`src/rtl/serdes_framed.sv`:
```
// Framed serialiser/deserialiser: start bit, WIDTH data bits, optional even parity, stop bit.
// Idle and stop level is 0. The receiver can be looped back onto the local transmitter.
module serdes_framed #(
    parameter int WIDTH     = 8,
    parameter int MSB_FIRST = 1,
    parameter int PARITY_EN = 1
) (
    input  logic             clk,
    input  logic             rst_n,
    input  logic [WIDTH-1:0] tx_data,
    input  logic             tx_valid,
    output logic             tx_ready,
    output logic             tx_busy,
    output logic             ser_out,
    input  logic             ser_in,
    input  logic             loopback,
    output logic [WIDTH-1:0] rx_data,
    output logic             rx_valid,
    output logic             rx_perr
);

    localparam int CW = $clog2(WIDTH);
    localparam logic [CW-1:0] LAST = CW'(WIDTH - 1);

    typedef enum logic [2:0] {TX_IDLE, TX_START, TX_DATA, TX_PAR, TX_STOP} tx_state_t;
    typedef enum logic [1:0] {RX_HUNT, RX_DATA, RX_PAR} rx_state_t;

    tx_state_t        tx_state, tx_state_nx;
    logic [WIDTH-1:0] tx_sh, tx_sh_nx;
    logic [CW-1:0]    tx_cnt, tx_cnt_nx;
    logic             tx_par, tx_par_nx;
    logic             ser_out_nx;

    rx_state_t        rx_state, rx_state_nx;
    logic [WIDTH-1:0] rx_sh, rx_sh_nx, rx_shifted;
    logic [CW-1:0]    rx_cnt, rx_cnt_nx;
    logic [WIDTH-1:0] rx_data_nx;
    logic             rx_valid_nx, rx_perr_nx;
    logic             rx_src;

    assign tx_ready = (tx_state == TX_IDLE);
    assign tx_busy  = (tx_state != TX_IDLE);
    assign rx_src   = loopback ? ser_out : ser_in;

    always_ff @(posedge clk or negedge rst_n) begin
        if (!rst_n) begin
            tx_state <= TX_IDLE;
            tx_sh    <= '0;
            tx_cnt   <= '0;
            tx_par   <= 1'b0;
            ser_out  <= 1'b0;
        end else begin
            tx_state <= tx_state_nx;
            tx_sh    <= tx_sh_nx;
            tx_cnt   <= tx_cnt_nx;
            tx_par   <= tx_par_nx;
            ser_out  <= ser_out_nx;
        end
    end

    // ser_out_nx is the line level for the state being entered, so ser_out tracks tx_state.
    always_comb begin
        tx_state_nx = tx_state;
        tx_sh_nx    = tx_sh;
        tx_cnt_nx   = tx_cnt;
        tx_par_nx   = tx_par;
        ser_out_nx  = 1'b0;
        case (tx_state)
            TX_IDLE: begin
                if (tx_valid) begin
                    tx_state_nx = TX_START;
                    tx_sh_nx    = tx_data;
                    tx_par_nx   = ^tx_data;
                    ser_out_nx  = 1'b1;
                end
            end
            TX_START: begin
                tx_state_nx = TX_DATA;
                tx_cnt_nx   = '0;
                ser_out_nx  = (MSB_FIRST != 0) ? tx_sh[WIDTH-1] : tx_sh[0];
            end
            TX_DATA: begin
                if (tx_cnt == LAST) begin
                    if (PARITY_EN != 0) begin
                        tx_state_nx = TX_PAR;
                        ser_out_nx  = tx_par;
                    end else begin
                        tx_state_nx = TX_STOP;
                    end
                end else begin
                    tx_cnt_nx = tx_cnt + CW'(1);
                    if (MSB_FIRST != 0) begin
                        tx_sh_nx   = {tx_sh[WIDTH-2:0], 1'b0};
                        ser_out_nx = tx_sh[WIDTH-2];
                    end else begin
                        tx_sh_nx   = {1'b0, tx_sh[WIDTH-1:1]};
                        ser_out_nx = tx_sh[1];
                    end
                end
            end
            TX_PAR:  tx_state_nx = TX_STOP;
            TX_STOP: tx_state_nx = TX_IDLE;
            default: tx_state_nx = TX_IDLE;
        endcase
    end

    always_ff @(posedge clk or negedge rst_n) begin
        if (!rst_n) begin
            rx_state <= RX_HUNT;
            rx_sh    <= '0;
            rx_cnt   <= '0;
            rx_data  <= '0;
            rx_valid <= 1'b0;
            rx_perr  <= 1'b0;
        end else begin
            rx_state <= rx_state_nx;
            rx_sh    <= rx_sh_nx;
            rx_cnt   <= rx_cnt_nx;
            rx_data  <= rx_data_nx;
            rx_valid <= rx_valid_nx;
            rx_perr  <= rx_perr_nx;
        end
    end

    // The stop bit is simply absorbed by HUNT; a 1 there starts the next frame.
    always_comb begin
        rx_state_nx = rx_state;
        rx_sh_nx    = rx_sh;
        rx_cnt_nx   = rx_cnt;
        rx_data_nx  = rx_data;
        rx_valid_nx = 1'b0;
        rx_perr_nx  = rx_perr;
        if (MSB_FIRST != 0) rx_shifted = {rx_sh[WIDTH-2:0], rx_src};
        else                rx_shifted = {rx_src, rx_sh[WIDTH-1:1]};
        case (rx_state)
            RX_HUNT: begin
                if (rx_src) begin
                    rx_state_nx = RX_DATA;
                    rx_cnt_nx   = '0;
                end
            end
            RX_DATA: begin
                rx_sh_nx = rx_shifted;
                if (rx_cnt == LAST) begin
                    if (PARITY_EN != 0) begin
                        rx_state_nx = RX_PAR;
                    end else begin
                        rx_state_nx = RX_HUNT;
                        rx_data_nx  = rx_shifted;
                        rx_valid_nx = 1'b1;
                        rx_perr_nx  = 1'b0;
                    end
                end else begin
                    rx_cnt_nx = rx_cnt + CW'(1);
                end
            end
            RX_PAR: begin
                rx_state_nx = RX_HUNT;
                rx_data_nx  = rx_sh;
                rx_valid_nx = 1'b1;
                rx_perr_nx  = rx_src ^ (^rx_sh);
            end
            default: rx_state_nx = RX_HUNT;
        endcase
    end

endmodule

```
`config.mk`:
```
export PLATFORM = sky130hd
export DESIGN_NAME = serdes_framed
export DESIGN_NICKNAME = d
export VERILOG_FILES = /design/src/rtl/serdes_framed.sv
export SDC_FILE = /design/constraint.sdc
export NUM_CORES = 1
export LEC_CHECK = 0
export ABC_AREA = 1
export CAP_MARGIN = 20
export CORE_MARGIN = 2
export CORE_UTILIZATION = 39
export DETAILED_ROUTE_END_ITERATION = 12
export PLACE_DENSITY = 0.7
export SLEW_MARGIN = 20
export SYNTH_ARGS = -nofsm -noshare
export SYNTH_HDL_FRONTEND = slang
export SYNTH_SLANG_ARGS = --single-unit
```
`constraint.sdc`:
```
create_clock -name clk -period 1.4 [get_ports clk]
set_clock_uncertainty 0.15 [all_clocks]
set_input_delay 0.28 -clock clk [delete_from_list [all_inputs] [get_ports clk]]
set_output_delay 0.28 -clock clk [all_outputs]
set_load 0.05 [all_outputs]
```
==> results.json, run 1 <==
{
  "htreeDepth": 2,
  "endpoint_kind": "primary output",
  "leakagePower_nw": 1.42,
  "synthTopCellsByCount": "76 x nand2_1, 39 x dfrtp_1, 30 x inv_1",
  "ys_warn_count": 0,
  "synth_edf_count": 0,
  "start_kind": "flop",
  "hold_viol": 0,
  "path_max_fanout": 3,
  "gr-total-overflow": 0,
  "max_cap_viol_count": 0,
  "root_buffer": "clkbuf_8",
  "worst_pin_slew_ns": 0.404,
  "clk_pin_slew_ns": 0.08,
  "slew_violations": 0,
  "vias_per_cell": 4.63,
  "netlist_area_um2": 1940,
  "dieArea_um2": 5560,
  "drive_above_1_share": 0.331,
  "yosys-top-cells-area": "dfrtp_1 50%, nand2_1 15%, inv_1 5.8%",
  "clock_sinks": 39,
  "fillers": 422,
  "grt_first_pass_wirelength_mm": 6.89,
  "antennaDiodeCount": 0,
  "synthArstFlopShare": 1.00,
  "insertion_delay_ns": 0.30,
  "area_growth_pct": 52.4,
  "dr.first_iter.drc_count": 78,
  "drtPass1Iterations": 4,
  "cts_tree": "done",
  "layout_setup_ws_ns": -0.225,
  "wl_per_cell_um": 11.3,
  "die_y_um": 74.6,
  "path_cells": "inv_2, nand2_8, nor2_4, buf_6, buf_12",
  "core_area_um2": 4750,
  "hold_slack_ns": 0.323,
  "violations": "setup timing",
  "gp_congestion": 0.736,
  "fp-row-count": 25,
  "synthesis.nets": 246,
  "cts_buffer_depth": 2,
  "netlist.area_leader.share": 0.502,
  "setup-violations-final": 20,
  "synth_most_common_cell": "nand2_1",
  "worstPathRequired_ns": 0.97,
  "rsz0062_at_grt": "yes",
  "drt_wl_total_mm": 4.08,
  "die_x_um": 74.6,
  "crit_path_max_incr_delay_ns": 0.40,
  "first_global_vias": 1599,
  "worstHoldPathType": "input port to asynchronous set/reset pin",
  "syn_inst": 229,
  "grt_max_degree": 40,
  "hpwl_mm": 2.54,
  "synth_largest_area_cell": "dfrtp_1",
  "drtAntennaViolNets": 0,
  "synth_cell_types": 28,
  "drc": 0,
  "dp_slack_ns": -0.295,
  "max-slew-margin-rel": 0.731,
  "num_vias": 1665,
  "synth_ff_type": "dfrtp_1",
  "yosys_register_bits": 39,
  "antenna_found_initial": 0,
  "slowest_stage": "dfrtp_1",
  "cp_data_arrival_time_ns": 1.20,
  "io_pins": 26,
  "fin_crit_ns": 1.63,
  "status": "finished, violations left",
  "start_util": 0.409,
  "min_period_over_period": 1.16,
  "p_per_area_nw_per_um2": 2420,
  "port_buffers": 25,
  "ir_worst_vdd_mv": 1.15,
  "cts_buffers": 5,
  "fmax_mhz": 615,
  "synth_seq_area_share": 0.502,
  "criticalPathCategory": "flop to primary output",
  "syn_area_per_cell_um2": 8.49,
  "num-nets-final": 309,
  "grt_usage": 0.160
}
[critical path, delay by kind of cell, from the launching register on]
| kind | cells | cell delay, ns |
|---|---|---|
| DFF | 1 | 0.40 |
| buffers and inverters | 3 | 0.33 |
| and+or+nand+nor | 2 | 0.16 |
[cells by family (layout without fill, tap and decap cells)]
group | count (synthesis) | after routing | synth area share
AND/OR/NAND/NOR | 100 | 101 | 0.227
AO/OA/AOI/OAI | 39 | 39 | 0.124
flip-flops | 39 | 39 | 0.502
buffers and inverters | 39 | 102 | 0.0850
XOR/XNOR | 8 | 8 | 0.0361
adder cells (fa/ha/maj) | 4 | 4 | 0.0258
[cell usage in the layout, fill, tap and decap left out, types with 4 or more instances in the layout]
cell type | Yosys | routed
buf_12 | 0 | 14
buf_4 | 1 | 24
buf_6 | 0 | 7
clkbuf_8 | 0 | 5
clkdlybuf4s50_1 | 0 | 11
dfrtp_1 | 39 | 37
inv_1 | 30 | 27
inv_2 | 4 | 6
nand2_1 | 76 | 67
nand2_2 | 2 | 7
nand2_8 | 0 | 5
nand3_1 | 8 | 8
nor2_1 | 6 | 4
nor2_4 | 1 | 4
o211ai_1 | 5 | 5
o21ai_0 | 21 | 11
o21ai_1 | 5 | 13
o21ai_2 | 3 | 4
xnor2_1 | 4 | 4
xor2_1 | 4 | 4
[metrics by stage]
| step | setup TNS [ns] | cells | total power [mW] | util | cell area (µm²) |
|---|---|---|---|---|---|
| 2_1_floorplan | -1.43 | 229 | 4.12 | - | 1960 |
| 3_3_place_gp | -2.52 | 333 | 5.22 | 0.529 | 2520 |
| 3_5_place_dp | -3.01 | 333 | 5.32 | 0.529 | 2520 |
| 4_1_cts | -2.52 | 355 | 6.98 | 0.606 | 2880 |
| 5_1_grt | -3.36 | 360 | 7.63 | 0.623 | 2960 |
| 6_report | -1.97 | 360 | 7.17 | 0.623 | 2960 |
[report_power, final]
part	switching [mW]	internal (mW)
Clock	0.432	0.531
Sequential	0.428	1.61
Combinational	2.24	1.93
[state kept, by name (all words and copies together), names as in the netlist, 2 cells and up]
| register | flops |
|---|---|
| rx_state | 2 |
| rx_cnt | 3 |
| tx_sh | 8 |
| tx_state | 3 |
| rx_data | 8 |
| tx_cnt | 3 |
| rx_sh | 8 |
[area by class of cell]
class	instances	area (µm²)	area share
multi-input combinational	152	981	0.331
sequential	39	978	0.330
inverter	35	136	0.0460
timing repair buffer	59	669	0.226
clock inverter	3	43.8	0.0148
clock buffer	5	68.8	0.0232
tap	67	83.8	0.0283
[final timing paths]
kind,cells past startpoint,to,slack (ns),from
min in group clk,2,tx_par$_DFFE_PN0P_,0.34,tx_par$_DFFE_PN0P_
min,3,rx_cnt[1]$_DFFE_PN0P_,0.32,rst_n
max reg2reg,8,ser_out$_DFF_PN0_,-0.13,tx_state[2]$_DFFE_PN0P_
min reg2reg,2,tx_par$_DFFE_PN0P_,0.34,tx_par$_DFFE_PN0P_
max in group asynchronous,3,ser_out$_DFF_PN0_,0.56,rst_n
max,5,tx_ready,-0.23,tx_state[2]$_DFFE_PN0P_
[layer usage]
| metal | track usage | wire length [µm] | vias up | part of all wire |
|---|---|---|---|---|
| met5 | 0 | 0 | - | 0 |
| met4 | 0.0298 | 24 | 0 | 0.0059 |
| met3 | 0.0447 | 105 | 2 | 0.026 |
| met2 | 0.289 | 2220 | 29 | 0.54 |
| met1 | 0.191 | 1740 | 787 | 0.43 |
| li1 | - | - | 847 | - |
[timing repair]
action                     in CTS  in global routing
gates cloned                    2                  0
hold endpoints to repair       39                  0
hold buffers                    1                  0
setup endpoints to repair      19                 22
pin swaps                      15                  7
setup buffers                  11                  7
gates resized for setup        37                 10
Power figures use the tool's default switching activity.
==> run 2: changes to the inputs <==
--- a/config.mk
+++ b/config.mk
@@ -10,7 +10,8 @@
 export CORE_MARGIN = 2
 export CORE_UTILIZATION = 39
 export DETAILED_ROUTE_END_ITERATION = 12
-export PLACE_DENSITY = 0.7
+export PLACE_DENSITY = 0.68
+export SKIP_LAST_GASP = 1
 export SLEW_MARGIN = 20
 export SYNTH_ARGS = -nofsm -noshare
 export SYNTH_HDL_FRONTEND = slang
==> constraint.sdc (replaced) <==
create_clock -name clk -period 1.92 [get_ports clk]
set_clock_uncertainty 0.15 [all_clocks]
set_input_delay 0.384 -clock clk [delete_from_list [all_inputs] [get_ports clk]]
set_output_delay 0.384 -clock clk [all_outputs]
set_load 0.05 [all_outputs]
==> run 2 against run 1 <==
  * The flow finishes with violations (hold timing)
  * Largest cell class is now registers
  * Clock power down 28%
  * Highest routed layer unchanged
  * Register-to-register slack improved by 0.41 ns
  * First-iteration DRC count increased by 6.4%
==> results.json, run 2 (synthesized netlist as in run 1, its figures left out) <==
{
  "die_x_um": 74.6,
  "dr.first_iter.drc_count": 83,
  "cts_resized": 0,
  "post_cts_buffers": 0,
  "area_growth_pct": 22.0,
  "first_global_vias": 1381,
  "grt_first_pass_wirelength_mm": 6.09,
  "cp-endpoint": "tx_busy",
  "htreeDepth": 2,
  "endpoint_kind": "primary output",
  "setup-tns-final_ns": 0,
  "fillers": 471,
  "crit_path_max_incr_delay_ns": 0.41,
  "drtAntennaViolNets": 0,
  "num_vias": 1482,
  "grt_usage": 0.146,
  "slew_violations": 0,
  "violations": "hold timing",
  "reg2reg_from": "tx_cnt[0]$_DFFE_PN0P_",
  "ff2ff_setup_slack_ns": 0.28,
  "cts_buffers": 5,
  "ir_worst_vdd_mv": 0.598,
  "fmax_mhz": 551,
  "path_max_fanout": 3,
  "rsz0062_at_grt": "no",
  "grt_max_degree": 40,
  "start_kind": "flop",
  "worst_r2r_path_depth": 7,
  "r2r-end": "tx_sh[7]$_DFFE_PN0P_",
  "startpoint": "tx_state[2]$_DFFE_PN0P_",
  "die_y_um": 74.6,
  "root_buffer": "clkbuf_8",
  "drive_above_1_share": 0.162,
  "drc": 0,
  "p_per_area_nw_per_um2": 1760,
  "clock_sinks": 39,
  "reg.largest.list": "rx_data (8), rx_sh (8), tx_sh (8)",
  "drtPass1Iterations": 6,
  "max-slew-margin-rel": 0.675,
  "final_common_cell": "nand2_1",
  "hpwl_mm": 2.54,
  "port_buffers": 25,
  "vias_per_cell": 4.53,
  "final_cell_mix": "76 x nand2_1, 39 x dfrtp_1, 30 x inv_1, 21 x o21ai_0, 13 x buf_4",
  "worstPathRequired_ns": 1.39,
  "fp-row-count": 25,
  "leakagePower_nw": 1.20,
  "setup-violations-final": 0,
  "worstHoldPathType": "input port to asynchronous set/reset pin",
  "gr-total-overflow": 0,
  "drt_wl_total_mm": 3.38,
  "clk_pin_slew_ns": 0.08,
  "cts_hold_buf": 0,
  "dieArea_um2": 5560,
  "core_area_um2": 4750,
  "hold_slack_ns": -0.0144,
  "gp_congestion": 0.712,
  "path_cells": "inv_2, nand2_4, nor2_4, inv_1, buf_12",
  "cts_tree": "done",
  "p_total_mw": 4.18,
  "num-nets-final": 276,
  "hold_viol": 15,
  "antenna_found_initial": 0,
  "fin_crit_ns": 1.81,
  "status": "finished, violations left",
  "io_pins": 26,
  "wl_per_cell_um": 10.3,
  "cts_buffer_depth": 2,
  "min_period_over_period": 0.945,
  "slowest_stage": "dfrtp_1",
  "criticalPathCategory": "flop to primary output",
  "max_cap_viol_count": 0,
  "start_util": 0.409,
  "insertion_delay_ns": 0.28,
  "worst_pin_slew_ns": 0.487,
  "cp_data_arrival_time_ns": 1.28,
  "antennaDiodeCount": 0
}
run 2: cell types whose count changed in the layout (fill, tap and decap cells not counted), moves of 3 or more:
| cell | before | now |
|---|---|---|
| buf_12 | 14 | 2 |
| buf_4 | 24 | 13 |
| o21ai_0 | 11 | 21 |
| nand2_1 | 67 | 76 |
| o21ai_1 | 13 | 5 |
| buf_6 | 7 | 0 |
| nand2_2 | 7 | 2 |
| nand2_8 | 5 | 0 |
| ha_1 | 0 | 4 |
| ha_4 | 3 | 0 |
| inv_1 | 27 | 30 |
run 2: routing by layer:
metal,global-route usage,wire length (µm)
met1,0.188,1590
met2,0.240,1600
met3,0.0366,132
met4,0.0536,51
met5,0,0
run 2: worst min-delay path by stage:
stage	startpoint	endpoint	slack (ns)	cells after the start
global placement	rx_state[1]$_DFFE_PN0P_	rx_state[1]$_DFFE_PN0P_	0.29	1
CTS	rst_n	rx_sh[0]$_DFFE_PN0N_	0.01	2
finish	rst_n	rx_sh[0]$_DFFE_PN0N_	-0.01	2
floorplan	rst_n	rx_cnt[0]$_DFFE_PN0P_	-0.06	0
detailed placement	rx_state[1]$_DFFE_PN0P_	rx_state[1]$_DFFE_PN0P_	0.30	1
global route	rst_n	rx_data[3]$_DFFE_PN0P_	0.03	2
run 2: per-stage QoR:
| stage | area, µm² | hold slack (ns) | setup slack (ns) | util | instances |
|---|---|---|---|---|---|
| after detailed placement | 2250 | 0.305 | 0.119 | 0.474 | 319 |
| after global placement | 2250 | 0.293 | 0.153 | 0.474 | 319 |
| final | 2370 | -0.0144 | 0.106 | 0.499 | 327 |
| after CTS | 2370 | 0.0104 | 0.0891 | 0.499 | 327 |
| after floorplan | 1950 | -0.0616 | 0.213 | - | 229 |
| after global routing | 2370 | 0.0321 | 0.0219 | 0.499 | 327 |
run 2: area by class of cell:
| cell class | instances | area (µm²) | share of cell area |
|---|---|---|---|
| inverters | 35 | 134 | 0.0565 |
| flip-flops and latches | 39 | 976 | 0.412 |
| multi-input cells | 151 | 807 | 0.340 |
| clock buffers | 6 | 82.6 | 0.0348 |
| well taps | 67 | 83.8 | 0.0354 |
| repair buffers | 27 | 253 | 0.107 |
| clock inverters | 2 | 35.0 | 0.0148 |
run 2: critical path, delay by kind of cell (launching register included):
kind / cells / cell delay [ns]
DFF: 1 / 0.41
and+or+nand+nor: 2 / 0.24
buffers and inverters: 3 / 0.35
run 2: report_power, final:
part           internal [mW]  switching, mW
combinational          0.741           1.33
clock                  0.420          0.277
sequential              1.17          0.244
total                   2.33           1.85
